$ cat src/rtl/cbm2_seg6509.sv
// 6509 execution/indirection segment registers at $0000/$0001, read-back override and (zp),Y tracking.
// Combinational cpuSeg/cpuDi from registered state; register writes visible from the next bus cycle; no backpressure, cpu_ce-paced.
module cbm2_seg6509 #(
  parameter int         SEG_BITS  = 4,
  parameter logic [7:0] RESET_SEG = 8'h0F
) (
  input  logic        clk_sys,
  input  logic        reset,
  input  logic        cpu_ce,
  input  logic [15:0] cpuAddr,
  input  logic [7:0]  cpuDo,
  input  logic        cpuWe,
  input  logic        cpuSync,
  input  logic [7:0]  busDi,
  output logic [7:0]  cpuSeg,
  output logic [7:0]  cpuDi,
  output logic [7:0]  execSeg,
  output logic [7:0]  indSeg
);

  typedef enum logic {
    IDLE = 1'b0,
    OPND = 1'b1
  } state_t;

  logic [SEG_BITS-1:0] exec_q;
  logic [SEG_BITS-1:0] ind_q;
  state_t              state_q;
  state_t              state_d;
  logic [2:0]          cnt_q;
  logic [2:0]          cnt_d;

  logic [7:0] exec_z;
  logic [7:0] ind_z;
  logic       sel_exec;
  logic       sel_ind;
  logic       opc_match;
  logic       ind_active;
  logic       unused_do_bits;

  // Only the low SEG_BITS of the written byte are stored.
  assign unused_do_bits = ^cpuDo;

  always_comb begin
    exec_z = '0;
    ind_z  = '0;
    exec_z[SEG_BITS-1:0] = exec_q;
    ind_z[SEG_BITS-1:0]  = ind_q;
  end

  assign sel_exec = (cpuAddr == 16'h0000);
  assign sel_ind  = (cpuAddr == 16'h0001);

  always_comb begin
    cpuDi = busDi;
    if (sel_exec) begin
      cpuDi = exec_z;
    end else if (sel_ind) begin
      cpuDi = ind_z;
    end
  end

  // Opcode decode uses the overridden byte so fetches from $0000/$0001 see the registers.
  assign opc_match = (cpuDi == 8'hB1) || (cpuDi == 8'h91);

  always_ff @(posedge clk_sys) begin
    if (reset) begin
      exec_q <= RESET_SEG[SEG_BITS-1:0];
      ind_q  <= RESET_SEG[SEG_BITS-1:0];
    end else if (cpu_ce && cpuWe) begin
      if (sel_exec) begin
        exec_q <= cpuDo[SEG_BITS-1:0];
      end
      if (sel_ind) begin
        ind_q <= cpuDo[SEG_BITS-1:0];
      end
    end
  end

  always_ff @(posedge clk_sys) begin
    if (reset) begin
      state_q <= IDLE;
      cnt_q   <= 3'd0;
    end else begin
      state_q <= state_d;
      cnt_q   <= cnt_d;
    end
  end

  always_comb begin
    state_d = state_q;
    cnt_d   = cnt_q;
    if (cpu_ce) begin
      case (state_q)
        IDLE: begin
          if (cpuSync && opc_match) begin
            state_d = OPND;
            cnt_d   = 3'd1;
          end
        end
        OPND: begin
          if (cpuSync) begin
            if (opc_match) begin
              state_d = OPND;
              cnt_d   = 3'd1;
            end else begin
              state_d = IDLE;
              cnt_d   = 3'd0;
            end
          end else if (cnt_q != 3'd7) begin
            cnt_d = cnt_q + 3'd1;
          end
        end
        default: begin
          state_d = IDLE;
          cnt_d   = 3'd0;
        end
      endcase
    end
  end

  // cnt counts bus cycles since the opcode fetch: 4 means the 5th cycle, the first data access.
  assign ind_active = (state_q == OPND) && (cnt_q >= 3'd4) && !cpuSync;

  assign cpuSeg  = ind_active ? ind_z : exec_z;
  assign execSeg = exec_z;
  assign indSeg  = ind_z;

endmodule

$ cat config.mk
export PLATFORM = sky130hd
export DESIGN_NAME = cbm2_seg6509
export DESIGN_NICKNAME = d
export VERILOG_FILES = /design/src/rtl/cbm2_seg6509.sv
export SDC_FILE = /design/constraint.sdc
export NUM_CORES = 1
export LEC_CHECK = 0
export BUFFER_PORTS_ARGS = -buffer_cell sky130_fd_sc_hd__buf_4
export CORE_UTILIZATION = 35
export DETAILED_ROUTE_END_ITERATION = 12
export HOLD_SLACK_MARGIN = 0.03
export PLACE_DENSITY = 0.85
export SYNTH_ARGS = -nofsm -noshare
export SYNTH_HDL_FRONTEND = slang
export SYNTH_SLANG_ARGS = --single-unit
$ cat constraint.sdc
create_clock -name clk_sys -period 1.4 [get_ports clk_sys]
set_input_delay 0.21 -clock clk_sys [delete_from_list [all_inputs] [get_ports clk_sys]]
set_output_delay 0.21 -clock clk_sys [all_outputs]
set_load 0.01 [all_outputs]
==> flow_metrics.env <==
export IMPL_ys_seq_area_frac=0.268
export IMPL_areaGrowthSynthToFinish_pct=75.3
export IMPL_violations="setup timing"
export IMPL_p_switching_uw=194
export IMPL_dr_pass1_iters=4
export IMPL_peakVddDrop_mv=0.499
export IMPL_r2r_cells=7
export IMPL_clock_latency_ns=0.27
export IMPL_comb_power_share=0.271
export IMPL_cts_made_buffers=3
export IMPL_whs_ns=0.228
export IMPL_critical_path_peak_fanout=4
export IMPL_drive_above_1_share=0.579
export IMPL_grt_start_max_net_pins=20
export IMPL_ys_flop_type="dfxtp_1"
export IMPL_cpPeakStageDelay_ns=0.34
export IMPL_yosys_warnings=0
export IMPL_hpwlAfterDp_um=1870
export IMPL_diodes=0
export IMPL_die_width_um=52.6
export IMPL_worstSetupEndpointType="output port"
export IMPL_clk_pin_slew_ns=0.07
export IMPL_holdBufCountCts=0
export IMPL_root_buffer="clkbuf_4"
export IMPL_drt_iter0_drc=19
export IMPL_finalSetupViolations=12
export IMPL_cpMaxStageDelayCell="dfxtp_2"
export IMPL_pin_count=69
export IMPL_gp_congestion=0.793
export IMPL_fin_cells=192
export IMPL_htree_levels=1
export IMPL_core_area_mm2=0.00232
export IMPL_syn_area_um2=897
export IMPL_grt_pass1_wl_um=4220
export IMPL_fin_worst_skew_ns=0.00750
export IMPL_n_fill_cell=171
export IMPL_io_buffers=52
export IMPL_cts_sink_count=12
export IMPL_r2r_end="cnt_q[0]$_SDFFE_PP0P_"
export IMPL_synth_area_per_cell_um2=8.88
export IMPL_clkPwrFrac=0.271
export IMPL_track_usage=0.211
export IMPL_power_frac_seq=0.457
export IMPL_yosys_top_cells_count="buf_4, dfxtp_1, mux2i_1, nor2_1, nand2_1"
export IMPL_ctsLongestPathBuffers=2
export IMPL_criticalPathCategory="register to output port"
export IMPL_rsz0062_at_grt="yes"
export IMPL_yosys_top_cells_area="dfxtp_1, mux2i_1, buf_4"
export IMPL_grt_pass1_vias=955
export IMPL_synth_edf_count=0
export IMPL_rows=17
export IMPL_numPlacedInstances=183
export IMPL_wirelength_um=3080
export IMPL_period_share=1.09
export IMPL_grt_overflow_total=0
export IMPL_p_sw_frac=0.260
export IMPL_cts_tree="done"
export IMPL_p_per_area_mw_per_mm2=474
export IMPL_hold_depth=3
export IMPL_critPathArrivalTime_ns=1.31
export IMPL_hold_class="input pin to register"
export IMPL_fin_nets=205
export IMPL_viasPerCell=5.31
export IMPL_hold_viol_final=0
export IMPL_worst_ep_required_time_ns=1.19
export IMPL_worstPathCellList="nand3b_1, buf_6, mux2_4, buf_6"
export IMPL_drc_errors=0
export IMPL_yosys_area_top_type="dfxtp_1"
export IMPL_drv_slew=0
export IMPL_syn_inst=101
export IMPL_synth_seq_cells=12
export IMPL_dieArea_mm2=0.00277
export IMPL_power_internal_uw=552
export IMPL_endpoint="cpuSeg[3]"
export IMPL_p_leak_nw=0.696
export IMPL_status="finished, violations left"
export IMPL_layout_min_cycle_time_ns=1.52
export IMPL_die_y_um=52.6
export IMPL_cpMostUsedCell="buf_6"
export IMPL_synth_top_area_share=0.268
export IMPL_ant_nets=0
export IMPL_initial_core_util=0.387
export IMPL_wire_per_inst_um=16.0
export IMPL_cp_start_kind="register"
export IMPL_num_vias=1019
export IMPL_fmax_mhz=658
export IMPL_antenna_found_initial=0
export IMPL_synth_async_reset_ratio=0
export IMPL_reg2reg_from="cnt_q[0]$_SDFFE_PP0P_"
export IMPL_setup_ws_ns=-0.121
export IMPL_ys_types=30
export IMPL_cap_violations=0
export IMPL_reg2reg_slack_ns=0.04
-- worst min-delay path by stage --
stage,start,endpoint,slack [ns]
2_1_floorplan,cpu_ce,register,0.39
3_3_place_gp,cpuDo[0],ind_q[0]$_SDFFE_PP1P_,0.48
3_5_place_dp,cpuDo[3],exec_q[3]$_SDFFE_PP1P_,0.49
4_1_cts,cpuDo[3],exec_q[3]$_SDFFE_PP1P_,0.21
5_1_grt,cpuDo[1],ind_q[1]$_SDFFE_PP1P_,0.23
6_report,cpuDo[1],ind_q[1]$_SDFFE_PP1P_,0.23
-- metrics by stage --
step	area [um^2]	util	setup TNS, ns	setup WS (ns)	power [mW]
2_1_floorplan	938	-	0	0.0169	0.436
3_3_place_gp	1300	0.562	-2.16	-0.195	0.509
3_5_place_dp	1300	0.562	-3.18	-0.283	0.512
4_1_cts	1500	0.645	-0.622	-0.0855	0.741
5_1_grt	1570	0.678	-1.61	-0.146	0.780
6_report	1570	0.678	-0.912	-0.121	0.746
-- layout by cell type, fill, tap and decap left out --
| cell | synthesis | routed |
|---|---|---|
| nand3_1 | 1 | 1 |
| a22oi_2 | 0 | 2 |
| buf_6 | 1 | 18 |
| dfxtp_1 | 12 | 8 |
| o21ai_2 | 0 | 2 |
| clkbuf_4 | 0 | 3 |
| nand2_1 | 7 | 6 |
| nand4_4 | 1 | 2 |
| o21ai_1 | 4 | 3 |
| mux2_4 | 0 | 4 |
| nand3b_1 | 3 | 3 |
| conb_1 | 1 | 12 |
| nor2_4 | 2 | 2 |
| o22ai_1 | 2 | 1 |
| nor3b_1 | 3 | 3 |
| buf_4 | 12 | 46 |
| o22ai_2 | 0 | 1 |
| mux2i_1 | 12 | 12 |
| nor4bb_1 | 2 | 1 |
| inv_1 | 1 | 1 |
| nor4bb_4 | 0 | 1 |
| nand2b_1 | 1 | 1 |
| nor4_4 | 0 | 3 |
| o2111ai_1 | 1 | 1 |
| nor2_1 | 12 | 12 |
| and2_4 | 0 | 4 |
| nand2_2 | 0 | 1 |
| nor3_1 | 1 | 1 |
| ha_4 | 0 | 2 |
| nand4_1 | 1 | 1 |
| dfxtp_2 | 0 | 4 |
| o2bb2ai_1 | 2 | 2 |
-- timing repair --
item                       in CTS  in global routing
gates resized for setup        33                 14
hold endpoints to repair        0                  0
gates cloned                    1                  0
setup endpoints to repair      16                 15
setup buffers                   4                  3
pin swaps                      15                 18
-- worst max-delay path: cells and delay by family, from the launching register on --
kind | cells | cell delay [ns]
buf+inv | 2 | 0.29
flops | 1 | 0.34
mux | 1 | 0.31
simple gates | 1 | 0.11
-- cell families after synthesis --
kind of cell / Yosys count / synth area share
AOI/OAI and AO/OA: 12 / 0.0879
other: 1 / 0.00418
muxes: 16 / 0.184
and+or+nand+nor: 41 / 0.298
DFF: 12 / 0.268
buffers and inverters: 17 / 0.130
adders and majority gates: 2 / 0.0279
-- final cells by class --
class / instances / area, um^2 / area share
multi-input combinational: 84 / 718 / 0.457
timing repair buffer: 64 / 548 / 0.348
sequential: 12 / 245 / 0.156
tap: 28 / 35.0 / 0.0223
clock buffer: 3 / 22.5 / 0.0143
inverter: 1 / 3.75 / 0.00239
-- power by group through the flow --
stage	sequential (mW)	clock, mW	combinational [mW]
after global placement	0.349	0	0.159
after CTS	0.341	0.211	0.189
after floorplan	0.349	0	0.0867
after global routing	0.341	0.223	0.216
final	0.341	0.202	0.203
after detailed placement	0.349	0	0.163
-- layer usage --
layer / vias to the layer above / share of wire / routed length, um / track usage
met4: 0 / 0.043 / 131 / 0.110
met5: - / 0 / 0 / 0
met2: 60 / 0.55 / 1700 / 0.409
met3: 12 / 0.080 / 247 / 0.0319
met1: 478 / 0.32 / 998 / 0.211
li1: 469 / - / - / -
-- state kept, by name, summed over array words and instances (netlist names), named ones only --
register,count
cnt_q,3
exec_q,4
ind_q,4
No activity file was read; power rests on OpenSTA's default activity.
